`config.mk`:
```
export PLATFORM = sky130hd
export DESIGN_NAME = timer_alarm
export DESIGN_NICKNAME = d
export VERILOG_FILES = /design/src/rtl/timer_alarm_pkg.sv /design/src/rtl/timer_sync.sv /design/src/rtl/timer_alarm.sv
export SDC_FILE = /design/constraint.sdc
export NUM_CORES = 1
export LEC_CHECK = 0
export BUFFER_PORTS_ARGS = -buffer_cell sky130_fd_sc_hd__buf_2
export CORE_UTILIZATION = 40
export CTS_CLUSTER_DIAMETER = 200
export CTS_CLUSTER_SIZE = 30
export DETAILED_ROUTE_END_ITERATION = 8
export GPL_TIMING_DRIVEN = 0
export HOLD_SLACK_MARGIN = 0.15
export PLACE_DENSITY = 0.61
export SYNTH_ARGS = -nofsm -noshare
export SYNTH_HDL_FRONTEND = slang
export SYNTH_SLANG_ARGS = --single-unit
```
`constraint.sdc`:
```
create_clock -name clk -period 4.7 [get_ports clk]
set_input_delay 0.235 -clock clk [delete_from_list [all_inputs] [get_ports clk]]
set_output_delay 0.235 -clock clk [all_outputs]
set_load 0.005 [all_outputs]
```
`src/rtl/timer_alarm_pkg.sv`:
```
// Shared definitions for the timer alarm block.
//   TIMER_W : width of the upstream timer count and of the alarm threshold.
//   state_e : alarm FSM encoding. The 2-bit encoding is fully used, so no
//             illegal state exists.
package timer_alarm_pkg;

  localparam int TIMER_W = 8;

  typedef enum logic [1:0] {
    IDLE    = 2'd0,
    ARMED   = 2'd1,
    RINGING = 2'd2,
    SNOOZE  = 2'd3
  } state_e;

endpackage

```
`src/rtl/timer_sync.sv`:
```
// Samples the asynchronous ripple-timer count into the clk domain and filters
// out glitches.
//   clk         : system clock, rising edge
//   reset       : asynchronous, active-low reset
//   timer_time  : raw count from the ripple timer (may glitch)
//   stable_time : filtered, clk-synchronous copy of timer_time
//   tick        : one-cycle strobe, high in the cycle right after stable_time
//                 took a new value
module timer_sync
  import timer_alarm_pkg::*;
(
  input  logic               clk,
  input  logic               reset,
  input  logic [TIMER_W-1:0] timer_time,
  output logic [TIMER_W-1:0] stable_time,
  output logic               tick
);

  logic [TIMER_W-1:0] s1;
  logic [TIMER_W-1:0] s2;
  logic               agree;

  // A new value is accepted only once two consecutive samples agree, so a
  // count that is mid-ripple for a single sample never reaches stable_time.
  assign agree = (s1 == s2) && (s2 != stable_time);

  always_ff @(posedge clk or negedge reset) begin
    if (!reset) begin
      s1          <= '0;
      s2          <= '0;
      stable_time <= '0;
      tick        <= 1'b0;
    end else begin
      s1   <= timer_time;
      s2   <= s1;
      tick <= agree;
      if (agree) begin
        stable_time <= s2;
      end
    end
  end

endmodule

```
`src/rtl/timer_alarm.sv`:
```
// Alarm clock controller: compares the filtered timer count against a
// programmable threshold, rings, and supports a bounded number of snoozes.
//   clk, reset  : system clock (rising edge), asynchronous active-low reset
//   timer_time  : raw ripple-timer count (asynchronous, may glitch)
//   set_en      : load set_value into the threshold (honoured in IDLE only)
//   set_value   : alarm threshold
//   arm         : IDLE -> ARMED
//   ack         : dismiss the alarm (wins over snooze)
//   snooze      : postpone the alarm by SNOOZE_TICKS timer increments
//   stable_time : filtered copy of timer_time
//   alarm       : high while RINGING
//   alarm_pulse : one-cycle strobe on every entry to RINGING
//   state       : FSM state (IDLE=0, ARMED=1, RINGING=2, SNOOZE=3)
//   snooze_cnt  : snoozes used in the current alarm event
module timer_alarm
  import timer_alarm_pkg::*;
#(
  parameter int SNOOZE_TICKS = 8,
  parameter int MAX_SNOOZE   = 3
) (
  input  logic               clk,
  input  logic               reset,
  input  logic [TIMER_W-1:0] timer_time,
  input  logic               set_en,
  input  logic [TIMER_W-1:0] set_value,
  input  logic               arm,
  input  logic               ack,
  input  logic               snooze,
  output logic [TIMER_W-1:0] stable_time,
  output logic               alarm,
  output logic               alarm_pulse,
  output logic [1:0]         state,
  output logic [1:0]         snooze_cnt
);

  localparam logic [7:0] SNOOZE_LOAD = 8'(SNOOZE_TICKS);
  localparam logic [1:0] SNOOZE_MAX  = 2'(MAX_SNOOZE);

  state_e             state_q, next_state;
  logic [TIMER_W-1:0] thr_q, next_thr;
  logic [7:0]         down_q, next_down;
  logic [1:0]         snz_q, next_snz;
  logic               tick;

  timer_sync u_sync (
    .clk        (clk),
    .reset      (reset),
    .timer_time (timer_time),
    .stable_time(stable_time),
    .tick       (tick)
  );

  always_comb begin
    next_state = state_q;
    next_thr   = thr_q;
    next_down  = down_q;
    next_snz   = snz_q;
    case (state_q)
      IDLE: begin
        if (set_en) next_thr = set_value;
        if (arm)    next_state = ARMED;
      end
      ARMED: begin
        // Only a fresh tick can match; an equality that already held when
        // arming has to wait for the count to come round again.
        if (tick && (stable_time == thr_q)) next_state = RINGING;
      end
      RINGING: begin
        if (ack) begin
          next_state = IDLE;
        end else if (snooze && (snz_q < SNOOZE_MAX)) begin
          next_state = SNOOZE;
          next_down  = SNOOZE_LOAD;
          next_snz   = snz_q + 2'd1;
        end
      end
      SNOOZE: begin
        if (ack) begin
          next_state = IDLE;
        end else if (tick) begin
          next_down = down_q - 8'd1;
          if (down_q == 8'd1) next_state = RINGING;
        end
      end
      default: next_state = IDLE;
    endcase
    // Leaving an alarm event always starts the next one from a clean slate.
    if ((next_state == IDLE) && (state_q != IDLE)) begin
      next_snz  = '0;
      next_down = '0;
    end
  end

  always_ff @(posedge clk or negedge reset) begin
    if (!reset) begin
      state_q     <= IDLE;
      thr_q       <= '0;
      down_q      <= '0;
      snz_q       <= '0;
      alarm       <= 1'b0;
      alarm_pulse <= 1'b0;
    end else begin
      state_q     <= next_state;
      thr_q       <= next_thr;
      down_q      <= next_down;
      snz_q       <= next_snz;
      alarm       <= (next_state == RINGING);
      alarm_pulse <= (next_state == RINGING) && (state_q != RINGING);
    end
  end

  assign state      = state_q;
  assign snooze_cnt = snz_q;

endmodule

```
# Yosys cells after proc, flatten, opt, wreduce, memory -nomap -nowiden
# Cells that the tools add are included.
dict set report word_totals {
  out_inout_bits 14
  inputBits 22
  regBits 47
  elab_cells 59
}
dict set report classes {
  n_mux 18
  addsub 2
  order_cmp 1
  n_reduce_logical 14
  n_eq_ne 14
}
# operator n
set ops {}
lappend ops {{$mux W8} 5}
lappend ops {{$mux W2} 11}
lappend ops {{$eq A8 B8 Y1} 2}
lappend ops {{$pmux W8 S2} 1}
lappend ops {{$ne A3 B3 Y1 const B} 3}
lappend ops {{$eq A8 B1 Y1 const B} 1}
lappend ops {{$ne A8 B8 Y1} 1}
lappend ops {{$pmux W2 S4} 1}
lappend ops {{$sub A8 B1 Y8 const B} 1}
lappend ops {{$eq A2 B2 Y1 const B} 3}
lappend ops {{$reduce_bool A2 Y1} 3}
lappend ops {{$logic_and A1 B1 Y1} 5}
lappend ops {{$reduce_and A5 Y1} 1}
lappend ops {{$logic_not A2 Y1} 2}
lappend ops {{$ne A3 B2 Y1 const B} 1}
lappend ops {{$reduce_and A3 Y1} 1}
lappend ops {{$reduce_bool A3 Y1} 1}
lappend ops {{$add A2 B1 Y2 const B} 1}
lappend ops {{$eq A2 B1 Y1 const B} 1}
lappend ops {{$lt A2 B2 Y1 const B} 1}
lappend ops {{$ne A2 B1 Y1 const B} 1}
lappend ops {{$ne A2 B2 Y1 const B} 1}
lappend ops {{$reduce_and A2 Y1} 1}

# Depth between registers and ports, before layout
# Gate-level depths: netlist of run 1.
dict set report depth {
  ltp_word 9
  depth_mapped 6
  mapped_depth_nobuf 6
}

# Hierarchy
# From an unflattened synthesis of run 1, not the netlist that was laid out.
dict set report unflattened {
  cells_unflattened 162
  hier_area_um2 2142.1
}
# mod cells_per_inst seq_area_each_um2 n_inst area_per_inst_um2
set modules_own_cells {}
lappend modules_own_cells {timer_alarm 107 550.5 1 1176.1}
lappend modules_own_cells {timer_sync 55 625.6 1 965.9}

# Least setup slack after synthesis of run 1
# No wires, ideal clock.
dict set report synth_path {
  path_type {register -> register}
  startpoint {register u_sync.stable_time[2]}
  endpoint {register u_sync.stable_time[0]}
  period_less_slack_ns 1.612
  stages_incl_launch_ff 5
  arrival_ns 1.487
  path_slack_ns 3.088
  path_cell_list {dfrtp_1 xor2_1 nor4_1 a211oi_4 mux2_2}
}
dict set report synth_between {
  elab_chain_cells 2
}
# item line_no
set synth_lines {}
lappend synth_lines {{from (decl)} timer_sync.sv:15} ;# output logic [TIMER_W-1:0] stable_time,
lappend synth_lines {{from (signal assigned)} timer_sync.sv:31} ;# stable_time <= '0;
lappend synth_lines {{from (signal assigned)} timer_sync.sv:38} ;# stable_time <= s2;
lappend synth_lines {{$ne A8 B8 Y1} timer_sync.sv:25} ;# assign agree = (s1 == s2) && (s2 != stable_time);
lappend synth_lines {{$logic_and A1 B1 Y1} timer_sync.sv:25}
lappend synth_lines {{via u_sync.agree} timer_sync.sv:21} ;# logic agree;
# The timed path passes the listed nets, and every way through them passes these cells.
# A chain may end at the register's enable or synchronous reset.

# Worst setup path after layout of run 1
dict set report layout_path {
  startpoint {register u_sync.stable_time[7]}
  endpoint {register u_sync.stable_time[3]}
}
# The elaborated chain is that of the path after synthesis.

==> results of run 1 <==
-- synth_stat cells --
library cell	instances
mux2_2	16
buf_2	2
or3_1	1
nor3b_1	2
a211oi_4	1
o21a_1	1
o22ai_1	2
and4b_1	1
and4_1	3
a31o_2	1
nor2b_1	1
xor2_1	13
nor4_1	4
o31ai_1	1
inv_1	6
clkbuf_1	1
nor2_1	4
xnor2_1	11
nand2b_1	1
ha_1	3
a211oi_1	1
nor3_1	1
o211ai_1	1
o21bai_1	1
dfrtp_1	47
o32a_1	1
or3b_2	2
nor3b_2	1
a21oi_1	6
nand2_1	3
or4_1	1
nand4_1	4
o21ai_0	15
a31oi_1	3
nand3b_1	1
nand3_1	3
-- final timing paths --
kind                       slack, ns                                end                               from  cells after the start
max                             2.91  u_sync.stable_time[3]$_DFFE_PN0P_  u_sync.stable_time[7]$_DFFE_PN0P_                      4
max in group asynchronous       3.41  u_sync.stable_time[0]$_DFFE_PN0P_                              reset                      2
min in group asynchronous       0.63              down_q[4]$_DFFE_PN0P_                              reset                      2
min                             0.17               thr_q[6]$_DFFE_PN0P_                       set_value[6]                      2
max reg2reg                     2.91  u_sync.stable_time[3]$_DFFE_PN0P_  u_sync.stable_time[7]$_DFFE_PN0P_                      4
min reg2reg                     0.40             u_sync.s2[7]$_DFF_PN0_             u_sync.s1[7]$_DFF_PN0_                      0
-- stage by stage --
step	power (mW)	cells	hold slack, ns	utilization
after global routing	0.869	285	0.155	0.518
final	0.829	285	0.165	0.518
after CTS	0.840	285	0.156	0.518
after detailed placement	0.579	268	0.344	0.479
after floorplan	0.534	166	-0.0606	-
after global placement	0.574	268	0.343	0.479
-- cell families after synthesis --
group	after synthesis	share of synthesized area
AOI/OAI and AO/OA	34	0.103
xor gates and xnor gates	24	0.102
DFF	47	0.570
and+or+nand+nor	33	0.102
adders and majority gates	3	0.0182
buffers and inverters	9	0.0176
muxes	16	0.0873
-- worst register-to-register path, delay by kind of cell, from the launching register on --
family	cells	cell delay, ns
AND/OR/NAND/NOR	1	0.51
flip-flops	1	0.44
multiplexers	1	0.33
AO/OA/AOI/OAI	1	0.22
XOR/XNOR	1	0.18
-- power groups by stage --
stage | clock network, mW | logic, mW | registers [mW]
3_5_place_dp | 0 | 0.103 | 0.477
4_1_cts | 0.262 | 0.109 | 0.468
6_report | 0.254 | 0.107 | 0.468
2_1_floorplan | 0 | 0.0649 | 0.470
3_3_place_gp | 0 | 0.100 | 0.474
5_1_grt | 0.277 | 0.119 | 0.473
-- per-layer routing --
metal	GRT usage	share of wire
met3	0.0370	0.040
met5	0	0
met4	0.0791	0.018
met2	0.265	0.51
met1	0.201	0.43
-- registers in the layout (all words and copies together), names as in the netlist, 2 cells and up --
| register | count |
|---|---|
| snooze_cnt | 2 |
| u_sync.s2 | 8 |
| u_sync.stable_time | 8 |
| down_q | 8 |
| state | 2 |
| thr_q | 8 |
| u_sync.s1 | 8 |
-- area by class of cell --
type                    instances  area share
plain buffers                   3     0.00548
clock buffers                   6      0.0329
inverters                       6     0.00896
well taps                      67      0.0334
clock inverters                 2     0.00647
multi-input cells             110       0.339
repair buffers                 44       0.106
flip-flops and latches         47       0.468
-- timing repair --
item                      CTS  global route
hold endpoints to repair   38             0
gates resized for setup     0             0
hold buffers                9             0
==> impl_metrics.ini, run 1 <==
[clocking]
cts_root_buffer = clkbuf_8
cts_sinks = 47
clk_latency_ns = 0.30
htreeDepth = 2
cts_buffer_depth = 2
post_cts_buffers = 0
cts_tree = done
cts_buffers = 5
clk_pin_slew_ns = 0.09

[cells_and_area]
design_area_sq_um = 2510
multi_input_area_sq_um = 852
final_common_cell = dfrtp_1
diodes = 0
layout_common_cells = dfrtp_1 (47), buf_2 (37), mux2_2 (16)
drive_gt1_frac = 0.303
nNetsFinal = 242
seqCellArea_sq_um = 1180
fill_cells = 433
area_delta_synth_final_pct = 21.7

[synthesis]
syn_area_sq_um = 2060
ys_top_cells_by_area = dfrtp_1 (57%), mux2_2 (8.7%), xor2_1 (5.5%)
synthCells = 166
yosysUniqueCellTypes = 36
synth.net_count = 191
synth_area_leader_cell = dfrtp_1
synth_top_cell_area_share = 0.570
ys_warn_count = 0
syn_avg_cell_area_sq_um = 12.4
yosysSeqAreaShare = 0.570
ys_seq_elements = 47

[routing]
vias_per_cell = 5.24
wl_per_cell_um = 14.0
routed_wirelength_um = 3990
drc = 0
postRouteAntennaNets = 0
drt_iter0_drc = 119
via_count = 1493
first_pass_iters = 4

[placement]
io_buffers = 35
pre_cts_ws_ns = 2.91
dp_hpwl_um = 2960
gp_congestion = 0.810
dpl_cell_area_sq_um = 2320

[floorplanning]
core_area_sq_um = 4850
die_width_um = 73.8
initial_core_util = 0.426
rows = 25
die_area_sq_um = 5450
pin_count = 36
die_h_um = 73.8

[setup_path]
cpMaxStageDelayCell = nor4_1
cp_data_arrival_time_ns = 1.97
cp.required_ns = 4.89
path_cells = xor2_1 -> nor4_1 -> a211oi_4 -> mux2_2
startpoint_type = flip-flop
cp_max_fo = 9
critPathMaxStageDelay_ns = 0.51
criticalPathCategory = flip-flop to flip-flop
end_kind = flip-flop
critical_path_buf_inv_count = 0
crit_family = simple AND/OR/NAND/NOR gates

[pwr]
pwr-share-seq = 0.565
p_leak_nw = 1.18
ir_drop_uv = 167
pwr-share-comb = 0.129
p_clk_frac = 0.307
powerDensity_nw_per_um2 = 330
internal-power_mw = 0.618
switchingPower_mw = 0.211
sw_frac_of_total = 0.254

[timing]
fin_crit_sh = 0.380
final-hold-violation-count = 0
rsz0062_at_grt = no
relSlewSlack = 0.315
finalSetupTns_ns = 0
fmax_mhz = 560
worst_slack_ns = 2.91
drv_slew = 0
period_needed_ns = 1.79
worst_pin_slew_ns = 1.03
setup_viol = 0
fin_skew_ns = 0.0101

[global_routing]
grt_usage = 0.162
grt_pass1_vias = 1486
grt_pass1_wl_um = 6570
overflow = 0
grt_antenna_before_repair = 0
grt_max_degree = 48

[hold_path]
hold_path_class = primary input to flip-flop

[run]
cap_violations = 0

[outcome]
status = finished, final reports clean
Note: power is estimated with default switching activity, not from simulation.
==> run 2, diff against run 1 <==
--- a/config.mk
+++ b/config.mk
@@ -12,7 +12,7 @@
 export DETAILED_ROUTE_END_ITERATION = 8
 export GPL_TIMING_DRIVEN = 0
 export HOLD_SLACK_MARGIN = 0.15
-export PLACE_DENSITY = 0.61
+export PLACE_DENSITY = 0.64
 export SYNTH_ARGS = -nofsm -noshare
 export SYNTH_HDL_FRONTEND = slang
 export SYNTH_SLANG_ARGS = --single-unit
==> constraint.sdc (replaced) <==
create_clock -name clk -period 1.6 [get_ports clk]
set_input_delay 0.08 -clock clk [delete_from_list [all_inputs] [get_ports clk]]
set_output_delay 0.08 -clock clk [all_outputs]
set_load 0.005 [all_outputs]
==> run 2 against run 1 <==
- the flow now finishes with violations (negative setup slack)
- cell area increased by 16%
- hold slack improved by 0.16 ns
- total power increased to 3.3 times the previous value
- via count increased by 5.2%
- largest cell class unchanged
- largest power group unchanged
==> impl_metrics.ini, run 2 (synthesis results as in run 1) <==
[outcome]
status = complete, but fails checks
violations = negative setup slack

[floorplanning]
die_width_um = 73.8
pin_count = 36
initial_core_util = 0.426
die_area_sq_um = 5450
die_h_um = 73.8
rows = 25
core_area_sq_um = 4850

[placement]
dpl_cell_area_sq_um = 2330
gp_congestion = 0.759
dp_hpwl_um = 2750
io_buffers = 35

[clocking]
cts_buffer_depth = 2
cts_sinks = 47
cts_buffers = 5
htreeDepth = 2
clk_pin_slew_ns = 0.09
clk_latency_ns = 0.29
cts_tree = done
cts_root_buffer = clkbuf_8

[routing]
wl_per_cell_um = 14.1
drt_iter0_drc = 73
first_pass_iters = 4
via_count = 1571
postRouteAntennaNets = 0
drc = 0
routed_wirelength_um = 4320
vias_per_cell = 5.13

[setup_path]
cp-endpoint = u_sync.stable_time[7]$_DFFE_PN0P_
cp_max_fo = 5
criticalPathCategory = flip-flop to flip-flop
crit_family = flip-flops
startpoint_type = flip-flop
reg2reg_to = u_sync.stable_time[7]$_DFFE_PN0P_
path_depth = 5
path_cells = xnor2_1 -> nand4_1 -> a211oi_4 -> buf_6 -> mux2_4
cp.required_ns = 1.78
r2r_slack_ns = -0.09
cpMaxStageDelayCell = dfrtp_1
critPathMaxStageDelay_ns = 0.43
critical_path_buf_inv_count = 1
cp_data_arrival_time_ns = 1.87
crit_path_start = u_sync.s2[3]$_DFF_PN0_
worstRegToRegCells = 5
rr_startpoint = u_sync.s2[3]$_DFF_PN0_
end_kind = flip-flop

[global_routing]
grt_usage = 0.167
overflow = 0
grt_pass1_wl_um = 6830
grt_max_degree = 48
grt_antenna_before_repair = 0
grt_pass1_vias = 1550

[timing]
worst_pin_slew_ns = 1.02
fin_crit_sh = 1.05
finalSetupTns_ns = -0.619
relSlewSlack = 0.319
final-hold-violation-count = 0
setup_viol = 8
fin_skew_ns = 0.00555
fmax_mhz = 593
drv_slew = 0
worst_slack_ns = -0.0875
whs_ns = 0.326
period_needed_ns = 1.69
rsz0062_at_grt = yes

[cells_and_area]
layout_common_cells = dfrtp_1 (42), buf_2 (35), dlygate4sd3_1 (19)
final_common_cell = dfrtp_1
design_area_sq_um = 2920
drive_gt1_frac = 0.418
nNetsFinal = 263
diodes = 0
area_delta_synth_final_pct = 41.6
utilization = 0.603

[pwr]
p_total_mw = 2.74
ir_drop_uv = 658
powerDensity_nw_per_um2 = 937
p_leak_nw = 1.33

[hold_path]
hold_path_class = primary input to flip-flop

[run]
cap_violations = 0
## run 2: changes by cell type in the layout (fill, tap and decap cells not counted), sizes merged
cell         before  now
clkinvlp          1    0
bufinv            0    1
clkbuf            7    8
dlygate4sd3       9   19
buf              37   47
## run 2: final cells by class
type / instances / area (sq um)
Fill cell: 381 / 1930
Sequential cell: 47 / 1180
Multi-Input combinational cell: 110 / 1030
Timing Repair Buffer: 65 / 463
Tap cell: 67 / 83.8
Clock buffer: 6 / 82.6
Clock inverter: 2 / 35.0
Inverter: 6 / 22.5
Buffer: 3 / 20.0
## run 2: per-layer routing
metal | share of wire | GRT usage | routed length [um] | up-vias
met5 | 0 | 0 | 0 | -
met3 | 0.035 | 0.0439 | 152 | 4
met1 | 0.45 | 0.201 | 1950 | 790
met4 | 0.011 | 0.0684 | 46 | 0
met2 | 0.50 | 0.283 | 2170 | 37
li1 | - | - | - | 740
## run 2: worst min-delay path by stage
stage,cells past startpoint,end,from
final,3,thr_q[3]$_DFFE_PN0P_,set_en
after global placement,1,u_sync.s1[1]$_DFF_PN0_,timer_time[1]
after CTS,4,snooze_cnt[0]$_DFFE_PN0P_,snooze
after floorplan,0,alarm$_DFF_PN0_,reset
after detailed placement,1,u_sync.s1[7]$_DFF_PN0_,timer_time[7]
after global routing,3,thr_q[6]$_DFFE_PN0P_,set_en
## run 2: worst reg2reg max path, stage by stage, from the launching register on
cell	delay [ns]
dfrtp_1	0.43
xnor2_1	0.20
nand4_1	0.18
a211oi_4	0.29
buf_6	0.18
mux2_4	0.30
## run 2: timing repair
item / CTS / global route
endpoints found under the hold margin: 67 / 0
hold buffers: 19 / 0
pin swaps: 7 / 9
setup buffers: 5 / 6
endpoints found under the setup margin: 26 / 28
gates resized for setup: 10 / 35
## run 2: power by group
group,leakage (nW),internal [mW],switching [mW]
logic,0.689,0.274,0.192
registers,0.580,1.28,0.101
clock network,0.0612,0.506,0.383
## run 2: metrics by stage
step | std cells | worst slack, ns
3_5_place_dp | 268 | -0.163
4_1_cts | 300 | -0.0466
5_1_grt | 306 | -0.148
2_1_floorplan | 166 | 0.00775
3_3_place_gp | 268 | -0.167
6_report | 306 | -0.0875
